$ cat src/rtl/kwan_control_unit.sv
// Microcode sequencer for the kwanCPU: a T-state counter plus a halt flag, with a
// combinational decode of (tstep, opcode, flags) into the datapath control strobes.
module kwan_control_unit #(
  parameter int N     = 8,
  parameter int STEPS = 5
) (
  input  logic         clk,
  input  logic         clr,
  input  logic [N-1:0] ir,
  input  logic         cf,
  input  logic         zf,
  input  logic         prog,
  output logic         co,
  output logic         mi,
  output logic         ro,
  output logic         ri,
  output logic         ii,
  output logic         io,
  output logic         ce,
  output logic         j,
  output logic         ai,
  output logic         ao,
  output logic         bi,
  output logic         eo,
  output logic         su,
  output logic         fi,
  output logic         oi,
  output logic         hlt,
  output logic         halted,
  output logic [2:0]   tstep
);

  typedef enum logic [3:0] {
    OP_NOP = 4'h0,
    OP_LDA = 4'h1,
    OP_ADD = 4'h2,
    OP_SUB = 4'h3,
    OP_STA = 4'h4,
    OP_LDI = 4'h5,
    OP_JMP = 4'h6,
    OP_JC  = 4'h7,
    OP_JZ  = 4'h8,
    OP_OUT = 4'hE,
    OP_HLT = 4'hF
  } opcode_t;

  localparam logic [2:0] LAST_STEP = 3'(STEPS - 1);

  opcode_t opcode;
  logic    unused_operand;
  logic    ctrl_enable;

  assign opcode         = opcode_t'(ir[N-1:N-4]);
  // The operand reaches the bus through the IR itself; only io is generated here.
  assign unused_operand = ^ir[N-5:0];
  assign ctrl_enable    = !(clr || prog || halted);

  // Step counter and halt flag. Halting freezes tstep at 2 until clr.
  always_ff @(posedge clk) begin
    if (clr) begin
      tstep  <= 3'd0;
      halted <= 1'b0;
    end else if (prog) begin
      tstep  <= 3'd0;
    end else if (!halted) begin
      if (tstep == 3'd2 && opcode == OP_HLT) begin
        halted <= 1'b1;
      end else if (tstep == LAST_STEP) begin
        tstep <= 3'd0;
      end else begin
        tstep <= tstep + 3'd1;
      end
    end
  end

  always_comb begin
    co  = 1'b0;
    mi  = 1'b0;
    ro  = 1'b0;
    ri  = 1'b0;
    ii  = 1'b0;
    io  = 1'b0;
    ce  = 1'b0;
    j   = 1'b0;
    ai  = 1'b0;
    ao  = 1'b0;
    bi  = 1'b0;
    eo  = 1'b0;
    su  = 1'b0;
    fi  = 1'b0;
    oi  = 1'b0;
    hlt = 1'b0;
    if (ctrl_enable) begin
      case (tstep)
        3'd0: begin
          co = 1'b1;
          mi = 1'b1;
        end
        3'd1: begin
          ro = 1'b1;
          ii = 1'b1;
          ce = 1'b1;
        end
        3'd2: begin
          case (opcode)
            OP_LDA, OP_ADD, OP_SUB, OP_STA: begin
              io = 1'b1;
              mi = 1'b1;
            end
            OP_LDI: begin
              io = 1'b1;
              ai = 1'b1;
            end
            OP_JMP: begin
              io = 1'b1;
              j  = 1'b1;
            end
            // Conditional jumps look at the flags in this step only.
            OP_JC: begin
              io = cf;
              j  = cf;
            end
            OP_JZ: begin
              io = zf;
              j  = zf;
            end
            OP_OUT: begin
              ao = 1'b1;
              oi = 1'b1;
            end
            OP_HLT: hlt = 1'b1;
            default: ;
          endcase
        end
        3'd3: begin
          case (opcode)
            OP_LDA: begin
              ro = 1'b1;
              ai = 1'b1;
            end
            OP_ADD, OP_SUB: begin
              ro = 1'b1;
              bi = 1'b1;
            end
            OP_STA: begin
              ao = 1'b1;
              ri = 1'b1;
            end
            default: ;
          endcase
        end
        3'd4: begin
          case (opcode)
            OP_ADD: begin
              eo = 1'b1;
              ai = 1'b1;
              fi = 1'b1;
            end
            OP_SUB: begin
              eo = 1'b1;
              ai = 1'b1;
              su = 1'b1;
              fi = 1'b1;
            end
            default: ;
          endcase
        end
        default: ;
      endcase
    end
  end

endmodule

$ cat config.mk
export PLATFORM = sky130hd
export DESIGN_NAME = kwan_control_unit
export DESIGN_NICKNAME = d
export VERILOG_FILES = /design/src/rtl/kwan_control_unit.sv
export SDC_FILE = /design/constraint.sdc
export NUM_CORES = 1
export LEC_CHECK = 0
export CORE_UTILIZATION = 40
export DETAILED_ROUTE_END_ITERATION = 16
export GPL_TIMING_DRIVEN = 0
export PLACE_DENSITY_LB_ADDON = 0.25
export SETUP_SLACK_MARGIN = 0.15
export SYNTH_ARGS = -nofsm -noshare
export SYNTH_HDL_FRONTEND = slang
export SYNTH_SLANG_ARGS = --single-unit
$ cat constraint.sdc
create_clock -name clk -period 3.4 [get_ports clk]
set_input_delay 0.68 -clock clk [delete_from_list [all_inputs] [get_ports clk]]
set_output_delay 0.68 -clock clk [all_outputs]
set_load 0.05 [all_outputs]
---- Word-level counts from Yosys, hierarchy flattened ----
Index checks and enable logic that the tools add are counted.
operators by class
  equality and inequality tests ........... 14
  add/subtract/negate cells ............... 1
  reduce and logical (&&, ||, !) cells .... 10
  multiplexer cells ....................... 42
  bitwise gates (word level) .............. 2
operator list
  operator               count
  $mux W1                35
  $eq A4 B3 Y1 const B   4
  $eq A4 B4 Y1 const B   3
  $pmux W1 S3            3
  $eq A4 B2 Y1 const B   2
  $eq A3 B2 Y1 const B   2
  $pmux W1 S2            3
  $reduce_or A6 Y1       1
  $eq A4 B1 Y1 const B   1
  $reduce_or A2 Y1       2
  $reduce_or A4 Y1       1
  $add A3 B1 Y3 const B  1
  $eq A3 B1 Y1 const B   1
  $eq A3 B3 Y1 const B   1
  $logic_not A3 Y1       1
  $mux W3                1
  $reduce_or A3 Y1       1
  $logic_or A1 B1 Y1     2
  $not A1 Y1             2
  $reduce_and A2 Y1      1
  $logic_and A1 B1 Y1    1
word-level totals
  input port bits ......................... 13
  output and inout port bits .............. 20
  register bits ........................... 4

---- Logic depth before layout (Yosys ltp) ----
Gate-level depths: netlist (run 1).
  depth after elaboration ................. 5
  gate-level depth with buffers ........... 5
  gate-level depth less buffers ........... 5

---- Worst setup path after synthesis (run 1) ----
No wires, ideal clock.
  path kind ............................... reg2out
  start point ............................. register tstep[1]
  end point ............................... output port io
  slack ................................... -0.775 ns
  cell stages (with the launch flop) ...... 4
  buffers on the path ..................... 0
  data arrival time ....................... 3.495 ns
  path through ............................ dfxtp_1 ha_1 nand3_1 a2111oi_0
on the way
  word-level cells in the longest chain between the ends .. 3
ends and longest elaborated chain
  what                      RTL line  text
  start: declaration        30        output logic [2:0] tstep
  start signal: assignment  71        tstep <= tstep + 3'd1;
  $eq A3 B2 Y1              94        case (tstep)
  $mux W1                   94
  $mux W1                   93        if (ctrl_enable) begin
  end: declaration          18        output logic io,
Every way passes these cells.

---- Worst setup path after layout (run 1) ----
  start point ............................. input port prog
  end point ............................... output port ri
on the way
  word-level cells in the longest chain between the ends .. 3
ends and longest elaborated chain
  what                              RTL line  text
  start: declaration                12        input logic prog,
  $logic_or A1 B1 Y1 (2 in series)  56        assign ctrl_enable = !(clr || prog || halted);
  $mux W1                           93
  end: declaration                  16        output logic ri,
Every way passes these cells.

==> flow_summary.ini, run 1 <==
[placed_design]
place_congestion = 0.7342
io_buffers = 27
post-place-ws_ps = -257.6
place_inst = 120
dpl.hpwl_um = 1230

[global_route]
grt_pass1_wl_um = 2484
met3_usage_pct = 2.222
grt_pass1_vias = 600
met2_usage_pct = 41.94
grt_usage_pct = 22.29
busiest_layer = met2
grt_use_met1_pct = 25.74
gr-total-overflow = 0
grt_max_degree = 11
antenna_found_initial = 0

[synthesis]
yosys.area.top_type = dfxtp_1
synth_edf_count = 0
synth_common_cells = inv_1 (7), nor2_1 (7), nor3_1 (7)
syn-instance-count = 78
syn-num-nets = 96
yosysWarnings = 0
ys_ff_latch = 4
synth_top_area_share_pct = 13.68
syn_avg_cell_area_um2 = 7.507
synthDistinctLibCells = 37
ys.flop_type = dfxtp_1
yosys-top-cells-area = dfxtp_1 (14%), ha_1 (11%), nor3_1 (6.0%)
synth-seq-area-share_pct = 13.68
async_reset_ff_share_pct = 0
syn_area_um2 = 585.6

[drt]
first_iter_violations = 6
post-route-drc-count = 0
vias = 690
wl_per_cell_um = 12.80
vias_per_cell = 5.610
ant_nets = 0
drt-pass1-iter-count = 4
wl_um = 1574

[power]
switching_share_pct = 34.27
internal_power_uw = 111.0
leakage_uw = 0.0003725
p_per_area_mw_per_mm2 = 194.5
p_seq_share_pct = 29.7
p_clk_share_pct = 33.8
combPwrFrac_pct = 36.5
switchingPower_uw = 57.89
peakVddDrop_v = 0.0002404

[cells_and_area]
drive_above_1_share_pct = 23.15
fin_util_pct = 65.10
synthToLayoutAreaGrowth_pct = 48.29
final_cells = 123
n_antenna_cell = 0
fin_nets = 128

[clocking]
post_cts_buffers = 0
cts_tree = yes
cts_num_sinks = 4
cts_root_buf = clkbuf_4
ctsLongestPathBuffers = 2
clkLatencyLatePin_ps = 230
path_clk_slew_ps = 30
cts_htree_levels = 1
hold_buffers = 0
numCtsBuffers = 3

[die]
start_util_pct = 43.90
rows = 13
ios = 33
dieArea_mm2 = 0.001621
core_mm2 = 0.001334
chipWidth_um = 40.26
dieHeight_um = 40.26

[flow_run]
maxCapViolCount = 0

[timing]
finalCriticalPeriod_ps = 3175
fmaxAchievable_mhz = 315.0
setup_viol = 0
fin_skew_ps = 6.343
tightestPinTransition_ps = 504.8
drv_slew = 0
setup_slack_ps = 225.3
relSlewSlack_pct = 66.24
setup_tns_ps = 0
min_period_over_period_pct = 93.37
rsz0062_at_grt = no
whs_ps = 536.5
hold_viol = 0

[setup_path]
startpoint_type = input pin
cp.arrival_ps = 2490
end_kind = output port
path_class = in -> out
required_ps = 2720
critPathMaxFanout = 6

[status]
status = complete, no violations

[min_path]
hold_path_class = reg -> reg
## path summary, 6_finish.rpt
check                                      startpoint                     to  slack (ps)  depth (start not counted)
worst max register to register  tstep[0]$_SDFFE_PP0P_  tstep[0]$_SDFFE_PP0P_        1720                          5
worst max-delay path                             prog                     ri         230                          5
worst min-delay path            tstep[1]$_SDFFE_PP0P_  tstep[1]$_SDFFE_PP0P_         540                          2
worst min register to register  tstep[1]$_SDFFE_PP0P_  tstep[1]$_SDFFE_PP0P_         540                          2
## sequential cells by signal (all words and copies together) (netlist names)
register	cells
halted	1
tstep	3
## layer usage
layer | vias to the layer above | wire length, um
met1 | 313 | 662
li1 | 353 | -
met4 | 0 | 0
met2 | 24 | 834
met5 | - | 0
met3 | 0 | 77
## cells by family after synthesis
| group | count (synthesis) | synth area share (%) |
|---|---|---|
| AO/OA/AOI/OAI | 13 | 17.95 |
| adder cells (fa/ha/maj) | 5 | 10.68 |
| buffers and inverters | 14 | 11.97 |
| flip-flops | 4 | 13.68 |
| multiplexers | 3 | 5.342 |
| AND/OR/NAND/NOR | 39 | 40.39 |
## cell usage in the layout, fill, tap and decap left out, types with 4 or more instances in the layout
cell type,instances
nand2_1,6
inv_1,7
nor3_1,7
dfxtp_1,4
clkdlybuf4s50_1,12
clkbuf_2,7
buf_2,4
nor2_1,7
ha_1,5
## through the flow
step,total power (uW),cell area (um^2)
2_1_floorplan,90.28,605.6
3_3_place_gp,112.5,894.6
3_5_place_dp,113.7,894.6
4_1_cts,172.3,907.1
5_1_grt,176.7,868.3
6_report,168.9,868.3
## critical path: stages
cell and delay, ps:
clkdlybuf4s50_1 480, or3_2 470, buf_2 180, nor4_1 270, clkdlybuf4s18_2 420
## layout make-up
cell class / instances / area, um^2
Sequential cell: 4 / 80.08
Multi-Input combinational cell: 60 / 455.4
Timing Repair Buffer: 27 / 221.5
Clock buffer: 3 / 22.52
Inverter: 7 / 26.28
Fill cell: 127 / 465.4
Buffer: 7 / 43.79
Tap cell: 15 / 18.77
## power groups by stage
| stage | registers, uW | logic, uW | clock network (uW) |
|---|---|---|---|
| global route | 50.5 | 66.4 | 59.7 |
| CTS | 50.3 | 61.9 | 60.1 |
| floorplan | 54.6 | 35.7 | 0 |
| detailed placement | 50.9 | 62.8 | 0 |
| global placement | 50.7 | 61.8 | 0 |
| finish | 50.2 | 61.6 | 57.1 |
## timing repair
item	in CTS	in global routing
resized for setup	25	22
endpoints found under the hold margin	0	0
endpoints found under the setup margin	15	12
Note: power is estimated with default switching activity, not from simulation.
==> run 2, diff against run 1 <==
- CTS_BUF_LIST: default -> sky130_fd_sc_hd__clkbuf_16
==> flow_summary.ini, run 2 (synthesis results as in run 1) <==
[clocking]
clkLatencyLatePin_ps = 220
cts_htree_levels = 1
cts_tree = yes
path_clk_slew_ps = 30
cts_num_sinks = 4
cts_root_buf = clkbuf_16
hold_buffers = 0
ctsLongestPathBuffers = 2
numCtsBuffers = 3

[die]
start_util_pct = 43.90
rows = 13
dieHeight_um = 40.26
ios = 33
dieArea_mm2 = 0.001621
core_mm2 = 0.001334
chipWidth_um = 40.26

[placed_design]
dpl.hpwl_um = 1230
place_congestion = 0.7342
io_buffers = 27

[drt]
first_iter_violations = 10
vias = 694
vias_per_cell = 5.642
wl_per_cell_um = 13.47
drt-pass1-iter-count = 4
ant_nets = 0
wl_um = 1657
post-route-drc-count = 0

[global_route]
antenna_found_initial = 0
gr-total-overflow = 0
grt_max_degree = 11
grt_usage_pct = 24.00
grt_pass1_vias = 624
grt_pass1_wl_um = 2635

[timing]
setup_tns_ps = 0
whs_ps = 534.6
tightestPinTransition_ps = 503.6
hold_viol = 0
fin_skew_ps = 1.597
fmaxAchievable_mhz = 315.9
relSlewSlack_pct = 66.32
rsz0062_at_grt = no
finalCriticalPeriod_ps = 3166
min_period_over_period_pct = 93.11
setup_viol = 0
drv_slew = 0

[setup_path]
critPathMaxFanout = 6
path_class = in -> out
cp.arrival_ps = 2490
end_kind = output port
rr_worst_depth = 5
required_ps = 2720
startpoint_type = input pin

[cells_and_area]
fin_util_pct = 69.51
nFillCells = 123
mostFrequentLayoutCell = clkdlybuf4s50_1
largest_register_ffs = 3
max_flop_register = tstep
drive_above_1_share_pct = 23.15
reg_top3 = tstep (3), halted (1)
final_cell_mix = clkdlybuf4s50_1 (12), inv_1 (7), nor3_1 (7), nor2_1 (7)
synthToLayoutAreaGrowth_pct = 58.33
fin_nets = 128
n_antenna_cell = 0

[power]
leakage_uw = 0.0003949
peakVddDrop_v = 0.0003656
p_per_area_mw_per_mm2 = 318.8

[min_path]
hold_path_class = reg -> reg
holdPathStages = 2

[flow_run]
maxCapViolCount = 0

[status]
status = complete, no violations
==> run 2: power by group <==
| group | switching, uW | internal (uW) | leakage (uW) |
|---|---|---|---|
| logic | 38.6 | 23.5 | 0.000325 |
| clock network | 32.9 | 150 | 0.0000370 |
| registers | 1.73 | 48.5 | 0.0000325 |
==> run 2: metrics by stage <==
step                      setup WS (ps)  power (uW)  area (um^2)  std cells
final                             234.4       295.5        927.1        123
after global placement           -249.1       112.5        894.6        120
after CTS                         14.53       298.6        963.4        123
after floorplan                  -103.4       90.28        605.6         78
after global routing              154.3       305.4        927.1        123
after detailed placement         -257.6       113.7        894.6        120
==> run 2: worst paths after layout <==
kind	startpoint	end	slack, ps
worst min-delay path	tstep[1]$_SDFFE_PP0P_	tstep[1]$_SDFFE_PP0P_	530
worst min register to register	tstep[1]$_SDFFE_PP0P_	tstep[1]$_SDFFE_PP0P_	530
worst max-delay path	prog	ri	230
worst max register to register	tstep[0]$_SDFFE_PP0P_	tstep[0]$_SDFFE_PP0P_	1680
==> run 2: repair_timing <==
action / in CTS / in global routing
resized for setup: 26 / 21
setup endpoints to repair: 15 / 11
buffers inserted: 0 / 0
pin swaps: 0 / 0
==> run 2: layout make-up <==
| class | count | area, um^2 | share of cell area (%) |
|---|---|---|---|
| tap | 15 | 18.77 | 2.024 |
| buffer | 7 | 43.79 | 4.723 |
| sequential | 4 | 80.08 | 8.637 |
| inverter | 7 | 26.28 | 2.834 |
| timing repair buffer | 27 | 227.7 | 24.56 |
| multi-input combinational | 60 | 455.4 | 49.12 |
| clock buffer | 3 | 75.07 | 8.097 |
==> run 2: worst max-delay path, cell delays in order <==
cell	delay, ps
clkdlybuf4s50_1	480
or3_2	470
buf_2	180
nor4_1	260
clkdlybuf4s18_2	410
==> run 2: layer usage <==
metal	vias up	routed length (um)	track usage (%)
met5	-	0	0
met4	0	0	7.500
met2	16	889	44.35
li1	348	-	-
met3	0	64	3.889
met1	330	704	27.72
